File: src/rtl/rf_pkg.sv
// rtl/rf_pkg.sv - shared register-file types and constants
package rf_pkg;

  localparam int RF_AW = 5;
  localparam int RF_DW = 32;
  localparam logic [RF_AW-1:0] RF_ZERO_REG = 5'd0;

  typedef struct packed {
    logic             we;
    logic [RF_AW-1:0] addr;
    logic [RF_DW-1:0] data;
  } rf_wr_t;

endpackage

File: src/rtl/regfile_wb_arbiter_rr.sv
// rtl/regfile_wb_arbiter_rr.sv - N-wide round-robin grant with rotating priority pointer
module rr_arbiter #(
  parameter int N  = 3,
  parameter int PW = (N > 1) ? $clog2(N) : 1
) (
  input  logic          clk,
  input  logic          rst_n,
  input  logic [N-1:0]  valid,
  input  logic          en,
  output logic [N-1:0]  grant,
  output logic [PW-1:0] grant_idx,
  output logic          grant_any
);

  logic [PW-1:0] ptr;
  logic [PW-1:0] ptr_next;
  logic [PW-1:0] idx;
  int            j;

  // Search from the pointer upward with wrap; first valid requester wins.
  always_comb begin
    grant     = '0;
    grant_idx = '0;
    grant_any = 1'b0;
    ptr_next  = ptr;
    idx       = '0;
    j         = 0;
    for (int i = 0; i < N; i++) begin
      j = int'(ptr) + i;
      if (j >= N) j = j - N;
      idx = PW'(j);
      if (en && !grant_any && valid[idx]) begin
        grant[idx] = 1'b1;
        grant_idx  = idx;
        grant_any  = 1'b1;
        ptr_next   = (j == N - 1) ? '0 : PW'(j + 1);
      end
    end
  end

  // Priority pointer moves just past the winner on every grant.
  always_ff @(posedge clk or negedge rst_n) begin
    if (!rst_n) begin
      ptr <= '0;
    end else if (grant_any) begin
      ptr <= ptr_next;
    end
  end

endmodule

File: src/rtl/regfile_wb_arbiter.sv
// rtl/regfile_wb_arbiter.sv - write-back arbiter feeding the register file write port; WB_FWD_EN adds same-cycle bypass outputs
module regfile_wb_arbiter
  import rf_pkg::*;
#(
  parameter int NREQ = 3,
  parameter int AW   = RF_AW,
  parameter int DW   = RF_DW
) (
  input  logic              i_clk,
  input  logic              i_rst_n,
  input  logic [NREQ-1:0]   i_req_valid,
  input  logic [NREQ*AW-1:0] i_req_addr,
  input  logic [NREQ*DW-1:0] i_req_data,
  output logic [NREQ-1:0]   o_req_ready,
  input  logic              i_stall,
  output logic              o_rf_we,
  output logic [AW-1:0]     o_rf_waddr,
  output logic [DW-1:0]     o_rf_wdata
`ifdef WB_FWD_EN
  ,
  input  logic [AW-1:0]     i_rd_addr1,
  input  logic [AW-1:0]     i_rd_addr2,
  output logic              o_fwd_hit1,
  output logic              o_fwd_hit2,
  output logic [DW-1:0]     o_fwd_data
`endif
);

  localparam int PW = (NREQ > 1) ? $clog2(NREQ) : 1;

  logic [PW-1:0] gnt_idx;
  logic          gnt_any;
  logic [AW-1:0] sel_addr;
  logic [DW-1:0] sel_data;

  // Reset is folded into the enable so no ready can escape while held in reset.
  rr_arbiter #(.N(NREQ), .PW(PW)) u_rr (
    .clk       (i_clk),
    .rst_n     (i_rst_n),
    .valid     (i_req_valid),
    .en        (i_rst_n && !i_stall),
    .grant     (o_req_ready),
    .grant_idx (gnt_idx),
    .grant_any (gnt_any)
  );

  assign sel_addr = i_req_addr[gnt_idx*AW +: AW];
  assign sel_data = i_req_data[gnt_idx*DW +: DW];

  // Output stage: load the winner, drop x0 writes, idle clears we, stall holds all.
  always_ff @(posedge i_clk or negedge i_rst_n) begin
    if (!i_rst_n) begin
      o_rf_we    <= 1'b0;
      o_rf_waddr <= '0;
      o_rf_wdata <= '0;
    end else if (!i_stall) begin
      if (gnt_any) begin
        o_rf_we    <= (sel_addr != AW'(RF_ZERO_REG));
        o_rf_waddr <= sel_addr;
        o_rf_wdata <= sel_data;
      end else begin
        o_rf_we    <= 1'b0;
      end
    end
  end

`ifdef WB_FWD_EN
  assign o_fwd_hit1 = o_rf_we && (o_rf_waddr == i_rd_addr1) && (i_rd_addr1 != '0);
  assign o_fwd_hit2 = o_rf_we && (o_rf_waddr == i_rd_addr2) && (i_rd_addr2 != '0);
  assign o_fwd_data = o_rf_wdata;
`endif

endmodule

File: config.mk
export PLATFORM = sky130hd
export DESIGN_NAME = regfile_wb_arbiter
export DESIGN_NICKNAME = d
export VERILOG_FILES = /design/src/rtl/rf_pkg.sv /design/src/rtl/regfile_wb_arbiter_rr.sv /design/src/rtl/regfile_wb_arbiter.sv
export SDC_FILE = /design/constraint.sdc
export NUM_CORES = 1
export LEC_CHECK = 0
export BUFFER_PORTS_ARGS = -buffer_cell sky130_fd_sc_hd__buf_4
export CORE_ASPECT_RATIO = 2
export CORE_MARGIN = 2
export CORE_UTILIZATION = 40
export CTS_CLUSTER_DIAMETER = 120
export DETAILED_ROUTE_END_ITERATION = 10
export GPL_TIMING_DRIVEN = 0
export PLACE_DENSITY = 0.77
export SYNTH_ARGS = -nofsm -noshare
export SYNTH_HDL_FRONTEND = slang
export SYNTH_SLANG_ARGS = --single-unit
File: constraint.sdc
create_clock -name i_clk -period 2.4 [get_ports i_clk]
set_input_delay 0.48 -clock i_clk [delete_from_list [all_inputs] [get_ports i_clk]]
set_output_delay 0.48 -clock i_clk [all_outputs]
set_load 0.05 [all_outputs]
* After elaboration in Yosys (flattened, before gate mapping) *
Cells that the tools add are included.

storage, ports and cells
  output and inout port bits = 41
  flip-flop bits (word level) = 40

cells by class
  reductions and logical operators = 16
  equality and inequality tests = 3
  bitwise operators = 3
  $mul = 1
  shift-type cells = 2
  multiplexer cells = 31
  add/sub/neg operators = 8
  $lt $le $gt $ge = 9

operators with widths
  kind                                                                number
  equality test 32 x 3 -> 1 bit, second input constant                3
  2-to-1 mux 32 bit                                                   3
  variable part select 96 x 8 -> 32 bit                               1
  greater-or-equal comparator 32 x 3 -> 1 bit, second input constant  2
  subtractor 32 x 3 -> 32 bit, second input constant                  2
  2-to-1 mux 2 bit                                                    9
  variable part select 15 x 6 -> 5 bit                                1
  2-to-1 mux 1 bit                                                    10
  logical AND 1 bit                                                   9
  < comparator 2 x 3 -> 1 bit, second input constant                  3
  2-to-1 mux 3 bit                                                    3
  adder 2 bit, second input constant                                  3
  binary-select mux 1 bit (select 2 bit)                              3
  demux 1 bit (select 2 bit)                                          3
  greater-or-equal comparator 2 x 1 -> 1 bit, second input constant   3
  bitwise OR 3 bit                                                    2
  multiplier 2 x 3 -> 5 bit, second input constant                    1
  nonzero test 5 bit                                                  1
  AND reduction 2 bit                                                 2
  adder 2 x 1 -> 3 bit, second input constant                         1
  adder 2 x 2 -> 3 bit, second input constant                         1
  zero test 1 bit                                                     3
  nonzero test 3 bit                                                  1
  subtractor 2 x 2 -> 3 bit, second input constant                    1
  2 further kinds                                                     2

* Longest topological paths before layout *
Gate-level depths: netlist of the first run.

  word-level depth = 18
  mapped depth = 12
  gate-level depth less buffers = 9

* Cells and area by module *
From an unflattened synthesis of the first run, not the netlist that was laid out.

second synthesis, totals
  cell total of the unflattened synthesis = 298
  area, all modules = 2558.7 um^2

by module, submodules not included
  module              instances  area an instance (um^2)  cells each  seq. area each (um^2)
  regfile_wb_arbiter  1          2138.3                   241         950.9
  rr_arbiter          1          420.4                    57          50.0

* Worst setup path after synthesis of the first run *
Ideal clock, no wire load.

  path type = flip-flop to output port
  start point = reg u_rr.ptr[0]
  end point = out o_req_ready[2]
  path slack = -418 ps
  arrival time = 2338 ps
  path buffers = 1
  cell stages (with the launch flop) = 8
  data required time = 1920 ps
  cell sequence = dfrtp_1 > inv_1 > ha_1 > buf_2 > mux2i_1 > o21ai_1 > a211oi_1 > nor3_1

on the way
  word-level cells in the longest chain between the ends = 14
  elaborated cells on any way between the ends = 46
  classes of those cells = add/sub (5); order compare (9); mux (20); bitwise (2); reduce/logical (10)

ends and longest elaborated chain
  item                                                                                  RTL line                     source
  from (decl)                                                                           regfile_wb_arbiter_rr.sv:15  logic [PW-1:0] ptr;
  from (signal assigned)                                                                regfile_wb_arbiter_rr.sv:46  ptr <= ptr_next;
  parallel branches: the longest is 13 deep, another holds subtractor 32 x 3 -> 32 bit  --
  2-to-1 mux 3 bit (*)                                                                  regfile_wb_arbiter_rr.sv:32  if (en && !grant_any && valid[idx]) begin
  to (decl)                                                                             regfile_wb_arbiter.sv:14     output logic [NREQ-1:0] o_req_ready,

Mark *: on every way between the ends. The select of a mux whose other input is x is not followed.

* Final worst setup path of the first run *
  start point = reg u_rr.ptr[1]
  end point = out o_req_ready[0]

The elaborated chain is that of the path after synthesis.

==> results of run 1 <==
-- layout make-up --
class                      count  area share
clock inverter                 1     0.00671
tap                           86      0.0240
clock buffer                   7      0.0341
timing repair buffer         172       0.292
buffer                        21      0.0310
inverter                       5     0.00503
multi-input combinational    209       0.384
sequential                    40       0.224
-- placed cells by master, fill, tap and decap left out, types with 4 or more instances in the layout --
cell / instances
a211oi_2: 5
mux2i_2: 6
nor2_1: 40
a21oi_2: 4
a211oi_1: 32
mux2i_1: 29
clkbuf_2: 6
a21o_1: 37
dfrtp_1: 39
nand2_1: 9
buf_4: 170
clkbuf_1: 5
clkbuf_16: 5
buf_6: 6
-- timing repair --
| item | CTS | global route |
|---|---|---|
| endpoints found under the hold margin | 0 | 0 |
| gates resized for setup | 49 | 18 |
| pin swaps | 8 | 9 |
| setup buffers | 10 | 7 |
| gates cloned | 0 | 0 |
| endpoints found under the setup margin | 43 | 43 |
-- state kept, by name (all words and copies together), names as in the netlist --
| signal | flops |
|---|---|
| o_rf_wdata | 32 |
| o_rf_waddr | 5 |
| u_rr.ptr | 2 |
| o_rf_we | 1 |
-- per-stage QoR --
step / area [sq um] / worst slack, ps / hold WS, ps / utilization / setup TNS [ps]
3_3_place_gp: 3930 / -452 / 462 / 0.617 / -12570
5_1_grt: 4480 / -286 / 125 / 0.704 / -8640
2_1_floorplan: 2650 / 3.10 / 184 / - / 0
3_5_place_dp: 3930 / -484 / 467 / 0.617 / -15940
4_1_cts: 4380 / -176 / 120 / 0.688 / -2860
6_report: 4480 / -195 / 105 / 0.704 / -4420
-- routing by layer --
layer / vias up / global-route usage / part of all wire
met5: - / 0 / 0
met3: 26 / 0.0350 / 0.040
met1: 1462 / 0.274 / 0.34
met4: 0 / 0.106 / 0.033
met2: 121 / 0.510 / 0.58
li1: 1375 / - / -
-- final timing paths --
path / start / endpoint / slack [ps] / cells after the start
worst max-delay path: u_rr.ptr[1] / o_req_ready[0] / -200 / 6
worst min-delay path: i_rst_n / o_rf_wdata[25] / 110 / 1
worst max register to register: u_rr.ptr[1] / o_rf_we / -190 / 10
worst min register to register: o_rf_waddr[0] / o_rf_waddr[0] / 480 / 2
max in group asynchronous: i_rst_n / u_rr.ptr[1] / 1990 / 1
min in group i_clk: o_rf_waddr[0] / o_rf_waddr[0] / 480 / 2
-- cells by family after synthesis --
kind of cell | Yosys count
adder cells (fa/ha/maj) | 4
AND/OR/NAND/NOR | 67
buffers and inverters | 28
AO/OA/AOI/OAI | 100
flip-flops | 40
multiplexers | 38
-- power groups by stage --
stage	Combinational, uW	Clock (uW)	Sequential [uW]
2_1_floorplan	951	0	2240
3_3_place_gp	2940	0	1170
3_5_place_dp	2980	0	1180
4_1_cts	3270	807	1170
5_1_grt	3600	843	1220
6_report	3440	799	1190
-- worst max-delay path: stages (launching register included) --
cell	delay, ps
dfrtp_2	450
ha_4	350
mux2i_4	270
o21ai_4	110
nor3_2	250
a21o_1	220
buf_6	180
==> metrics.txt, run 1 <==
synth top area cells dfrtp_1 (38%), mux2i_1 (14%), a211oi_1 (11%); Slew HR 0.673; Synth Area in Simple Gates 0.117; crit path capture type primary output; Clk Latency, worst-skew pair 280 ps; unique cell type count in the Yosys netlist 38; post-synthesis compound-gate area fraction 0.283; Total Routing Usage GR 0.269; Yosys reg bits 40; internal power 2830 uW; post-synthesis net count 398; Seq/Total Area, Yosys 0.380; power per cell area 1210 nW/um^2; Rows 41; prevailing post-synth register cell dfrtp_1; Sw Share 0.478; failing checks setup timing; startpoint types register; core area 6360 sq um; number of flops mapped to enable cells by yosys 0; Pwr Total 5420 uW; antenna violations before repair 0; DRT iter0 DRCs 136; setup violators final 39; total CTS buffers 5; CTS Buffer Depth 2; CTS Sinks 40; I/O pins 158; GPL Wtd Cong 0.879; Non-Filler Instances 541; final WL 9790 microns; DRC 0; Yosys top cell area share 0.380; asr flop ratio synth 1.00; Post-CTS Hold Fix Bufs 0; multi-input logic area 1720 sq um; post-synthesis mux area share 0.145; die width 61.4 microns; top cells by count, synth dfrtp_1 (40), nor2_1 (40), a211oi_1 (37), a21o_1 (37), mux2i_1 (37); IO buf count 156; Die ar. 7280 sq um; Area Growth Syn to Fin 70.2%; Worst-Margin Slew 490 ps; worst vdd ir 1.03 mV; clk slew on worst S/H paths 60 ps; status finished, violations left; Slew Limit Fails 0; number of vias per cell 5.52; Routed Antenna Nets 0; wire length per cell 18.1 microns; Clk pwr share 0.147; fill count 531; Yosys top cell by area dfrtp_1; post-synthesis adder-cell area fraction 0.0190; critical path class register to primary output; total number of vias 2984; Gate power share 0.634; syn_area_per_cell 9.50 sq um; Pleak 0.00245 uW; Tmin final 2600 ps; TritonRoute pass-1 iters 4; hold crit path type primary input to asynchronous set/reset pin; Nets 575; Netlist Area Pre-Place 2630 sq um; Crit path required time 1920 ps; vias in the first global route 3119; H-tree levels 2; CTS Root Cell clkbuf_16; initial core utilization 0.414; first-pass GRT wire length 14900 microns; highest clock rate 0.385 GHz; unrepaired setup endpoints after global routing yes; largest net degree at the start of global routing 43; Congestion Overflow GR 0; main combinational cell family by area after synthesis compound AO/OA/AOI/OAI gates; Final Skew 6.28 ps; HPWL after DPL 7100 microns; share of post-route cells with drive strength above 1 0.532; Cells after Synth 277; max cap viols 0; Seq. cell area 1000 sq um; CTS tree built; Critical Path Fanout Max 8; worst setup margin -195 ps; final hold vios 0; ant diodes 0; Period Utilization, post-route 1.08; die height 119 microns; placed cells 519; post-synthesis xor/xnor area fraction 0; sequential power share 0.219; Yosys Warn Count 0; Data arrival, critical path 2120 ps; switching power 2590 uW
Note: power is estimated with default switching activity, not from simulation.
==> inputs of run 2 (changes only) <==
BUFFER_PORTS_ARGS = -buffer_cell sky130_fd_sc_hd__buf_2   (was -buffer_cell sky130_fd_sc_hd__buf_4)
==> run 2 against run 1 <==
The flow still finishes with violations (setup timing). Utilization fell by 1.6 points. Register-to-register slack worse by 50 ps. Design area shrank 2.3%. Die area unchanged. Sequential power barely moved. First-iteration DRC count rose by 110%. Worst setup slack worse by 67 ps. Flip-flop and latch count did not move. Total power down 1.1%. Largest cell class unchanged. Largest power group unchanged.
==> metrics.txt, run 2 (synthesis gave the netlist of run 1 again) <==
Post-CTS Hold Fix Bufs 0 (unchanged); HPWL after DPL 6550 microns (-7.8%); die height 119 microns (unchanged); worst setup margin -262 ps (-66.6 ps); ant diodes 0 (unchanged); Final Skew 6.28 ps (+0.00302 ps); Worst-Margin Slew 597 ps (+107 ps); largest net degree at the start of global routing 43 (unchanged); final hold vios 0 (unchanged); CTS tree built; antenna violations before repair 0 (unchanged); power per cell area 1230 nW/um^2 (+1.2%); Die ar. 7280 sq um (unchanged); failing checks setup timing; clk slew on worst S/H paths 50 ps (about the same); DRT iter0 DRCs 283 (+110%); Top delay family on crit path flip-flops; commonest non-fill, non-tap cell in the layout buf_2; CP peak stage delay 410 ps (-40 ps); share of post-route cells with drive strength above 1 0.574 (+0.0417); total CTS buffers 5 (unchanged); number of vias per cell 5.60 (+1.6%); core area 6360 sq um (unchanged); worst-path cell chain inv_2, ha_4, mux2i_4, o21ai_4, nor3_4, a21o_1, buf_6; max FFs per register 32 (unchanged); Nets 582 (+1.2%); hold crit path type primary input to asynchronous set/reset pin; placed cells 519 (unchanged); reg-to-reg startpoint u_rr.ptr[0]; crit path capture type primary output; initial core utilization 0.414 (unchanged); max cap viols 0 (unchanged); CTS Root Cell clkbuf_16; TritonRoute pass-1 iters 4 (unchanged); CTS Sinks 40 (unchanged); Tmin final 2660 ps (+66.6 ps); IO buf count 156 (unchanged); DRC 0 (unchanged); crit path launch u_rr.ptr[0]; Crit path required time 1920 ps (about the same); startpoint types register; CTS Buffer Depth 2 (unchanged); Total Routing Usage GR 0.247 (-0.0222); Clk Latency, worst-skew pair 280 ps (about the same); worst vdd ir 0.539 mV (-48%); setup violators final 39 (unchanged); final WL 10100 microns (+3.5%); commonest non-fill, non-tap cells in the layout buf_2 (158), nor2_1 (40), dfrtp_1 (39); Routed Antenna Nets 0 (unchanged); status finished, violations left; Slew HR 0.596 (-0.0775); I/O pins 158 (unchanged); first-pass GRT wire length 13600 microns (-8.7%); critical path class register to primary output; Pwr Total 5370 uW (-1.1%); highest clock rate 0.376 GHz (-2.5%); GPL Wtd Cong 0.885 (+0.58%); fill count 503 (-5.3%); setup TNS -4880 ps (-460 ps); Biggest register o_rf_wdata; pre-CTS setup slack -706 ps (-222 ps); Area Growth Syn to Fin 66.3%; Critical Path Fanout Max 6 (-2); Congestion Overflow GR 0 (unchanged); total number of vias 3070 (+2.9%); Rows 41 (unchanged); biggest regs o_rf_wdata: 32 flops, o_rf_waddr: 5 flops, u_rr.ptr: 2 flops; unrepaired setup endpoints after global routing yes; Buf+Inv Stages, Crit Path 2 (+1); H-tree levels 2 (unchanged); Non-Filler Instances 548 (+1.3%); Period Utilization, post-route 1.11 (+0.0277); Data arrival, critical path 2180 ps (+60 ps); die width 61.4 microns (unchanged); wire length per cell 18.5 microns (+2.2%); vias in the first global route 2940 (-5.7%); Pleak 0.00239 uW (-2.1%); slowest stage cell, crit path dfrtp_1; Slew Limit Fails 0 (unchanged)
==> run 2: cell count changes in the layout (fill, tap and decap cells not counted), moves of 4 or more <==
cell and delta:
buf_2 +155, buf_4 -150, a211oi_1 -8, a211oi_2 +8
mux2i_1 -6, clkbuf_1 -5, buf_12 +4, mux2i_4 +4
==> run 2: path summary, 6_finish.rpt <==
path	slack (ps)	end	cells past startpoint
setup / recovery	-260	o_req_ready[0]	7
hold reg to reg	470	o_rf_wdata[25]	1
setup reg to reg	-240	o_rf_we	9
min in group i_clk	470	o_rf_wdata[25]	1
max in group asynchronous	1980	u_rr.ptr[1]	1
hold / removal	100	o_rf_wdata[25]	1
==> run 2: layer usage <==
metal / GRT usage / share of wire / vias up
li1: - / - / 1395
met1: 0.247 / 0.34 / 1462
met2: 0.464 / 0.55 / 175
met3: 0.0416 / 0.060 / 38
met4: 0.104 / 0.044 / 0
met5: 0 / 0 / -
==> run 2: per-stage QoR <==
step / utilization / hold WS (ps) / cell area [sq um]
global route: 0.688 / 131 / 4380
floorplan: - / 184 / 2650
detailed placement: 0.556 / 461 / 3540
finish: 0.688 / 104 / 4380
CTS: 0.630 / 119 / 4010
global placement: 0.556 / 455 / 3540
==> run 2: area by class of cell <==
class	instances	area, sq um	share of cell area
Clock inverter	1	30.0	0.00686
Tap cell	86	108	0.0246
Buffer	21	188	0.0429
Inverter	5	18.8	0.00429
Timing Repair Buffer	179	1040	0.237
Sequential cell	40	1000	0.229
Multi-Input combinational cell	209	1840	0.421
Clock buffer	7	153	0.0349
==> run 2: timing repair <==
item / in CTS / in global routing
endpoints found under the setup margin: 43 / 43
resized for setup: 57 / 55
buffers inserted: 8 / 11
pin swaps: 8 / 30
cloned: 2 / 2
endpoints found under the hold margin: 0 / 0
==> run 2: worst register-to-register path: cells and delay by family, from the launching register on <==
family,cells,cell delay (ps)
compound gates,5,1510
buf+inv,2,230
flops,1,410
simple gates,1,40
fa+ha+maj,1,340
==> run 2: power breakdown <==
part,internal (uW),total (uW),switching [uW]
Sequential,994,1180,183
Combinational,1170,3390,2220
Clock,547,796,249
Total,2710,5370,2650
